==> src/rtl/shift_ram_burst_pkg.sv <==
// Shared types and helpers for the RAM-based burst shift register.
//   state_e   : control FSM state (IDLE accepts samples, BURST replays history)
//   clamp_len : maps a requested replay length onto the legal range 1..depth
package shift_ram_pkg;

  typedef enum logic {
    IDLE  = 1'b0,
    BURST = 1'b1
  } state_e;

  // A length of 0 still replays the new sample alone.
  // Anything beyond the buffer depth is capped at the whole buffer.
  function automatic int unsigned clamp_len(input int unsigned len,
                                            input int unsigned depth);
    if (len == 0)     return 1;
    if (len > depth)  return depth;
    return len;
  endfunction

endpackage

==> src/rtl/shift_ram_burst_if.sv <==
// Sample / burst bus of shift_ram_burst.
//   master : sample producer and burst consumer (drives clr, din, sin, len)
//   slave  : the shift register itself (drives dout, dshift, dvalid, dlast,
//            sout, busy, overrun, fill)
interface shift_ram_burst_if #(
  parameter int DATA_W = 8,
  parameter int ADDR_W = 8
) ();
  logic              clr;
  logic [DATA_W-1:0] din;
  logic              sin;
  logic [ADDR_W:0]   len;
  logic [DATA_W-1:0] dout;
  logic [DATA_W-1:0] dshift;
  logic              dvalid;
  logic              dlast;
  logic              sout;
  logic              busy;
  logic              overrun;
  logic [ADDR_W:0]   fill;

  modport master (
    output clr, din, sin, len,
    input  dout, dshift, dvalid, dlast, sout, busy, overrun, fill
  );

  modport slave (
    input  clr, din, sin, len,
    output dout, dshift, dvalid, dlast, sout, busy, overrun, fill
  );
endinterface

==> src/rtl/shift_ram_burst_sdp_ram.sv <==
// Simple dual-port RAM: one write port, one registered read port.
//   clk     : clock
//   rst_n   : async active-low reset, clears the read register only
//   we_i    : write enable, writes wdata_i at waddr_i
//   re_i    : read enable, loads mem[raddr_i] into rdata_o
//   rzero_i : synchronously loads 0 into rdata_o (wins over re_i)
//   rdata_o : read data, one cycle after the address
// Array contents are never initialised or reset.
module sdp_ram #(
  parameter int DATA_W = 8,
  parameter int ADDR_W = 8
) (
  input  logic              clk,
  input  logic              rst_n,
  input  logic              we_i,
  input  logic [ADDR_W-1:0] waddr_i,
  input  logic [DATA_W-1:0] wdata_i,
  input  logic              re_i,
  input  logic              rzero_i,
  input  logic [ADDR_W-1:0] raddr_i,
  output logic [DATA_W-1:0] rdata_o
);

  logic [DATA_W-1:0] mem [2**ADDR_W];

  always_ff @(posedge clk) begin
    if (we_i) mem[waddr_i] <= wdata_i;
  end

  // Output register doubles as the block's data output, so it carries the
  // zero-forcing needed for masked and idle words.
  always_ff @(posedge clk or negedge rst_n) begin
    if (!rst_n)       rdata_o <= '0;
    else if (rzero_i) rdata_o <= '0;
    else if (re_i)    rdata_o <= mem[raddr_i];
  end

endmodule

==> src/rtl/shift_ram_burst.sv <==
// RAM-based shift register with burst replay.
// Each accepted sample is written into a circular buffer, then the newest
// L samples are replayed oldest-first as one framed burst.
//   clk   : clock
//   rst_n : async active-low reset
//   bus   : slave side of shift_ram_burst_if
//           in : clr (sync clear), din, sin (sample strobe), len (replay length)
//           out: dout (last sample), dshift/dvalid/dlast (burst), sout (burst
//                start), busy, overrun (sticky), fill (valid history count)
module shift_ram_burst
  import shift_ram_pkg::*;
#(
  parameter int DATA_W = 8,
  parameter int ADDR_W = 8
) (
  input  logic             clk,
  input  logic             rst_n,
  shift_ram_burst_if.slave bus
);

  localparam int unsigned   DEPTH   = 2**ADDR_W;
  localparam logic [ADDR_W:0] DEPTH_V = (ADDR_W+1)'(DEPTH);

  state_e            state_q;
  logic [ADDR_W-1:0] wptr_q;
  logic [ADDR_W-1:0] raddr_q;
  logic [ADDR_W-1:0] age_q;     // age of the word being read; counts down to 0
  logic [ADDR_W:0]   fill_q;
  logic              first_q;
  logic              overrun_q;
  logic [DATA_W-1:0] dout_q;
  logic              dvalid_q;
  logic              dlast_q;
  logic              sout_q;

  logic [ADDR_W:0]   len_c;
  logic [ADDR_W-1:0] raddr_d;
  logic [ADDR_W-1:0] age_d;
  logic [ADDR_W:0]   fill_d;
  logic              accept;
  logic              rd_en;
  logic              masked;
  logic              burst_last;

  assign len_c   = (ADDR_W+1)'(clamp_len(32'(bus.len), DEPTH));
  // Oldest word of the burst; L = DEPTH lands on wptr+1 via natural wrap.
  assign raddr_d = wptr_q - len_c[ADDR_W-1:0] + ADDR_W'(1);
  assign age_d   = ADDR_W'(len_c - (ADDR_W+1)'(1));
  assign fill_d  = (fill_q == DEPTH_V) ? fill_q : fill_q + (ADDR_W+1)'(1);

  assign accept     = (state_q == IDLE) && bus.sin && !bus.clr;
  assign rd_en      = (state_q == BURST) && !bus.clr;
  // History older than what was written since the last clear reads as zero.
  assign masked     = {1'b0, age_q} >= fill_q;
  assign burst_last = (age_q == '0);

  // Writes happen only in IDLE and reads only in BURST, so the two ports
  // never touch the same cycle and read-during-write behaviour is moot.
  sdp_ram #(
    .DATA_W (DATA_W),
    .ADDR_W (ADDR_W)
  ) u_ram (
    .clk     (clk),
    .rst_n   (rst_n),
    .we_i    (accept),
    .waddr_i (wptr_q),
    .wdata_i (bus.din),
    .re_i    (rd_en),
    .rzero_i (!rd_en || masked),
    .raddr_i (raddr_q),
    .rdata_o (bus.dshift)
  );

  always_ff @(posedge clk or negedge rst_n) begin
    if (!rst_n) begin
      state_q   <= IDLE;
      wptr_q    <= '0;
      raddr_q   <= '0;
      age_q     <= '0;
      fill_q    <= '0;
      first_q   <= 1'b0;
      overrun_q <= 1'b0;
      dout_q    <= '0;
      dvalid_q  <= 1'b0;
      dlast_q   <= 1'b0;
      sout_q    <= 1'b0;
    end else if (bus.clr) begin
      // dout is deliberately held across a clear.
      state_q   <= IDLE;
      wptr_q    <= '0;
      fill_q    <= '0;
      first_q   <= 1'b0;
      overrun_q <= 1'b0;
      dvalid_q  <= 1'b0;
      dlast_q   <= 1'b0;
      sout_q    <= 1'b0;
    end else begin
      dvalid_q <= 1'b0;
      dlast_q  <= 1'b0;
      sout_q   <= 1'b0;
      case (state_q)
        IDLE: begin
          if (bus.sin) begin
            dout_q  <= bus.din;
            wptr_q  <= wptr_q + ADDR_W'(1);
            fill_q  <= fill_d;
            raddr_q <= raddr_d;
            age_q   <= age_d;
            first_q <= 1'b1;
            state_q <= BURST;
          end
        end
        BURST: begin
          if (bus.sin) overrun_q <= 1'b1;
          // Framing flags ride alongside the RAM read so they line up with
          // the data one cycle later.
          dvalid_q <= 1'b1;
          dlast_q  <= burst_last;
          sout_q   <= first_q;
          first_q  <= 1'b0;
          raddr_q  <= raddr_q + ADDR_W'(1);
          age_q    <= age_q - ADDR_W'(1);
          if (burst_last) state_q <= IDLE;
        end
        default: state_q <= IDLE;
      endcase
    end
  end

  assign bus.dout    = dout_q;
  assign bus.dvalid  = dvalid_q;
  assign bus.dlast   = dlast_q;
  assign bus.sout    = sout_q;
  assign bus.busy    = (state_q == BURST);
  assign bus.overrun = overrun_q;
  assign bus.fill    = fill_q;

endmodule

==> src/flat_wrapper.sv <==
// flat-port wrapper written by rule: the top's interface ports become plain ports
module shift_ram_burst_flat import shift_ram_pkg::*;
#(
  parameter int DATA_W = 8,
  parameter int ADDR_W = 8
)
  (clk, rst_n, bus_clr, bus_din, bus_sin, bus_len, bus_dout, bus_dshift, bus_dvalid, bus_dlast, bus_sout, bus_busy, bus_overrun, bus_fill);
  shift_ram_burst_if #(.DATA_W(DATA_W), .ADDR_W(ADDR_W)) bus_i ();
  input  logic clk;
  input  logic rst_n;
  input wire logic [$bits(bus_i.clr)-1:0] bus_clr;
  input wire logic [$bits(bus_i.din)-1:0] bus_din;
  input wire logic [$bits(bus_i.sin)-1:0] bus_sin;
  input wire logic [$bits(bus_i.len)-1:0] bus_len;
  output wire logic [$bits(bus_i.dout)-1:0] bus_dout;
  output wire logic [$bits(bus_i.dshift)-1:0] bus_dshift;
  output wire logic [$bits(bus_i.dvalid)-1:0] bus_dvalid;
  output wire logic [$bits(bus_i.dlast)-1:0] bus_dlast;
  output wire logic [$bits(bus_i.sout)-1:0] bus_sout;
  output wire logic [$bits(bus_i.busy)-1:0] bus_busy;
  output wire logic [$bits(bus_i.overrun)-1:0] bus_overrun;
  output wire logic [$bits(bus_i.fill)-1:0] bus_fill;
  assign bus_i.clr = bus_clr;
  assign bus_i.din = bus_din;
  assign bus_i.sin = bus_sin;
  assign bus_i.len = bus_len;
  assign bus_dout = bus_i.dout;
  assign bus_dshift = bus_i.dshift;
  assign bus_dvalid = bus_i.dvalid;
  assign bus_dlast = bus_i.dlast;
  assign bus_sout = bus_i.sout;
  assign bus_busy = bus_i.busy;
  assign bus_overrun = bus_i.overrun;
  assign bus_fill = bus_i.fill;
  shift_ram_burst #(.DATA_W(DATA_W), .ADDR_W(ADDR_W)) u_core (.clk(clk), .rst_n(rst_n), .bus(bus_i));
endmodule
==> config.mk <==
export PLATFORM = sky130hd
export DESIGN_NAME = shift_ram_burst_flat
export DESIGN_NICKNAME = d
export VERILOG_FILES = /design/src/rtl/shift_ram_burst_pkg.sv /design/src/rtl/shift_ram_burst_if.sv /design/src/rtl/shift_ram_burst_sdp_ram.sv /design/src/rtl/shift_ram_burst.sv /design/src/flat_wrapper.sv
export SDC_FILE = /design/constraint.sdc
export NUM_CORES = 2
export LEC_CHECK = 0
export CAP_MARGIN = 20
export CORE_ASPECT_RATIO = 1.5
export CORE_MARGIN = 8
export CORE_UTILIZATION = 45
export DETAILED_ROUTE_END_ITERATION = 6
export PLACE_DENSITY = 0.67
export SLEW_MARGIN = 20
export SYNTH_ARGS = -nofsm -noshare
export SYNTH_HDL_FRONTEND = slang
export SYNTH_SLANG_ARGS = --single-unit
==> constraint.sdc <==
create_clock -name clk -period 2.9 [get_ports clk]
set_clock_uncertainty 0.2 [all_clocks]
set_input_delay 0.58 -clock clk [delete_from_list [all_inputs] [get_ports clk]]
set_output_delay 0.58 -clock clk [all_outputs]
set_load 0.01 [all_outputs]
==> impl_results.md <==
- Status: finished, violations left
- Violated checks: DRC, setup timing
- RePlAce Congestion: 0.940
- Post-synthesis compound-gate area fraction: 0.0284
- Most frequent cells in the layout: 2048 x edfxtp_1, 676 x buf_4, 505 x mux4_2, 272 x nor2_1, 213 x nand2_1
- First-pass GRT wire length: between 300 and 400 mm
- Clk pwr share: 0.328
- Mapped Avg Cell Area: 20.3 sq um
- Clock Tree Buf Depth: 4
- Reg2reg path depth: 8
- PortBufs: 50
- R2R Path End: u_core.u_ram.rdata_o[5]$_DFFE_PN0P_
- Adder-Cell Fraction of Synth Area: 0.00462
- P_leak: 32.7 nW
- Top sig layer: met5
- Routed vias/inst: about 6.1
- Largest net degree at the start of global routing: about 100
- All-Layer GR Usage: 0.233
- Internal Power: 55.0 mW
- # rows: between 150 and 200
- Min Tclk post-route: 3150 ps
- Ratio of cells with drive above 1 in the final layout: 0.353
- Full die area: 199000 sq um
- Sw Share: 0.269
- Register share of total power: 0.447
- Min Hold Slack: 63.1 ps
- Unrepaired setup endpoints after global routing: yes
- Fin crit share: 1.09
- Switching power: 20.3 mW
- Max Freq: 317 MHz
- Vias: 45262
- Hold WC Path Type: in2async
- Yosys cell types: between 70 and 80
- Register bit total from synthesis: 2103
- Multiplexer share of the synthesized area: 0.151
- Critical Path Fanout Max: 16
- # DRC: 2
- Drt wl/cell: 31.9 microns
- Vias in the first global route: about 46000
- Slew at the pin closest to its max-slew limit: between 900 and 1000 ps
- CP required: roughly 3400 ps
- Largest family of logic cells by synthesized area: multiplexers
- Layout overhead on the synthesized area: 20.3%
- Logic gate share of total power: 0.225
- R2r setup slk: -250 ps
- CTS tree: built
- DIE WIDTH: 367 microns
- Worst skew pair latency: 830 ps
- Max-slew headroom: 0.364
- Filler cells: 13706
- Clock Sinks: 2103
- H-Tree Depth: 4
- Synthesized area: 82900 sq um
- CP endpoint kind: flop
- Antenna Violating Nets Remaining: 0
- Hold Violations, Final: 0
- Async SR Flop Fraction: 0.0262
- Mapped Cells: just over 4000
- Simple-gate area share of the yosys netlist: 0.0369
- Post-Route M1 WL: 82.7 mm
- Post-Route WL: 239 mm
- NumNets Final: 4957
- 1st-pass router iterations: 7
- Met3 WL: 19.7 mm
- Clock-pin slew on the worst setup and hold paths: 70 ps
- PnR worst setup slack: -253 ps
- Synth warn: 0
- Setup crit start kind: flop
- Metal2 WL: 119 mm
- Chip Height: roughly 540 microns
- Top FF cell, synth: edfxtp_1
- Number of synthesized flops with an enable pin: 2048
- Reg2reg start: u_core.raddr_q[3]$_DFFE_PN0P_
- Area of the core: 184000 sq um
- Post-Syn Nets: 4127
- Post-synthesis xor/xnor area fraction: 0.00253
- Final slew viol count: 0
- Power per cell area: around 750 nW/um^2
- Setup_tns: -1440 ps
- WS Path Type: reg2reg
- Grt ovf: 0
- Total of max-cap violations: 0
- Initial antenna violation count: 7
- Maximum VDD drop: 0.486 mV
- Setup-failing EPs final: 8
- Total CTS buffers: 184
- Sequential fraction of the synthesis area: 0.758
- I/O Pins: 51
- Critical path arrival: 3640 ps
- CTS root buffer: clkbuf_16
- Commonest non-fill, non-tap cell in the layout: edfxtp_1
- Final HPWL DP: 160 mm
- Initial core utilization: 0.451
- DR iter-0 viols: 5685
==> layer usage <==
layer / up-vias / GRT usage
met2: 2523 / 0.398
met4: 2 / 0.133
met3: 611 / 0.0376
met1: 23719 / 0.283
met5: - / 0
li1: 18407 / -
==> registers in the layout (all words and copies together), names as in the netlist <==
register	count
u_core.u_ram.rdata_o	8
u_core.age_q	8
u_core.bus.dlast	1
u_core.bus.overrun	1
u_core.first_q	1
u_core.raddr_q	8
u_core.bus.fill	9
u_core.bus.dvalid	1
u_core.bus.busy	1
u_core.bus.sout	1
u_core.wptr_q	8
u_core.u_ram.mem	2048
u_core.bus.dout	8
==> cells in the mapped netlist (13+ instances only) <==
cell / instances / area share
buf_6: 29 / 0.0039
dfrtp_1: 55 / 0.017
buf_1: 13 / 0.00059
a32oi_1: 16 / 0.0017
edfxtp_1: 2048 / 0.74
nor2b_1: 25 / 0.0019
buf_2: 50 / 0.0030
mux2_2: 14 / 0.0019
o221ai_1: 19 / 0.0020
a31oi_1: 28 / 0.0021
o22ai_1: 32 / 0.0024
nor3_1: 13 / 0.00078
o21ai_0: 32 / 0.0019
clkbuf_1: 100 / 0.0045
xor2_1: 13 / 0.0014
a211oi_1: 24 / 0.0022
inv_1: 23 / 0.0010
mux4_2: 505 / 0.14
a21oi_1: 44 / 0.0027
mux2i_1: 94 / 0.011
buf_4: 23 / 0.0021
nor2_1: 333 / 0.015
a22oi_1: 41 / 0.0037
nand3_1: 38 / 0.0023
nand2b_1: 24 / 0.0018
and2_1: 18 / 0.0014
ha_1: 29 / 0.0044
nand2_1: 217 / 0.0098
==> cell type report <==
cell class	count	area [sq um]	share of cell area
Antenna cell	3	7.51	0.0000753
Clock buffer	210	4770	0.0478
Clock inverter	110	1170	0.0117
Inverter	25	101	0.00102
Multi-Input combinational cell	1716	19300	0.193
Sequential cell	2103	62900	0.631
Tap cell	2437	3050	0.0306
Timing Repair Buffer	876	8470	0.0850
==> how the worst max path moves through the flow <==
stage	start	end	slack (ps)	cells after the start
after floorplan	bus_len[5]	u_core.raddr_q[7]$_DFFE_PN0P_	5	13
after global placement	u_core.raddr_q[0]$_DFFE_PN0P_	u_core.u_ram.rdata_o[3]$_DFFE_PN0P_	-1080	12
after detailed placement	bus_clr	u_core.u_ram.rdata_o[7]$_DFFE_PN0P_	-860	11
after CTS	u_core.raddr_q[0]$_DFFE_PN0P_	u_core.u_ram.rdata_o[6]$_DFFE_PN0P_	-200	9
after global routing	u_core.raddr_q[0]$_DFFE_PN0P_	u_core.u_ram.rdata_o[6]$_DFFE_PN0P_	-290	13
final	u_core.raddr_q[3]$_DFFE_PN0P_	u_core.u_ram.rdata_o[5]$_DFFE_PN0P_	-250	8
==> power groups by stage <==
stage | clock network [mW] | registers, mW | logic (mW)
floorplan | 0 | 34.2 | 7.81
global placement | 0 | 34.4 | 15.2
detailed placement | 0 | 34.4 | 15.3
CTS | 25.0 | 33.6 | 16.3
global route | 26.0 | 33.6 | 17.4
finish | 24.7 | 33.7 | 16.9
==> cells by family (layout without fill, tap and decap cells) <==
group	after synthesis	after routing
flip-flops	2103	2103
buffers and inverters	257	1221
multiplexers	614	614
AO/OA/AOI/OAI	331	331
XOR/XNOR	24	24
adder cells (fa/ha/maj)	30	30
other	0	3
AND/OR/NAND/NOR	717	717
==> stage by stage <==
step                power, mW   util  std cells  area (sq um)  worst slack, ps
global route             77.0  0.543       7478         99700             -291
floorplan                42.0      -       4076         82900             4.61
CTS                      74.9  0.539       7443         99000             -204
detailed placement       49.7  0.500       7070         91900             -861
global placement         49.6  0.500       7070         91900            -1080
finish                   75.3  0.543       7480         99700             -253
==> worst max-delay path, cell delays in order, from the launching register on <==
cell      delay (ps)
dfrtp_4          590
buf_12           250
and3b_1          510
nand2_1          320
buf_4            250
o22ai_1          380
a211oi_2         150
o211ai_1         230
a32oi_2          160
==> what timing repair did <==
action / 4_1_cts / 5_1_grt
hold buffers: 4 / 0
setup buffers: 43 / 39
endpoints found under the hold margin: 58 / 0
gates resized for setup: 118 / 122
endpoints found under the setup margin: 120 / 669
gates cloned: 7 / 4
pin swaps: 16 / 40
Power figures use the tool's default switching activity.
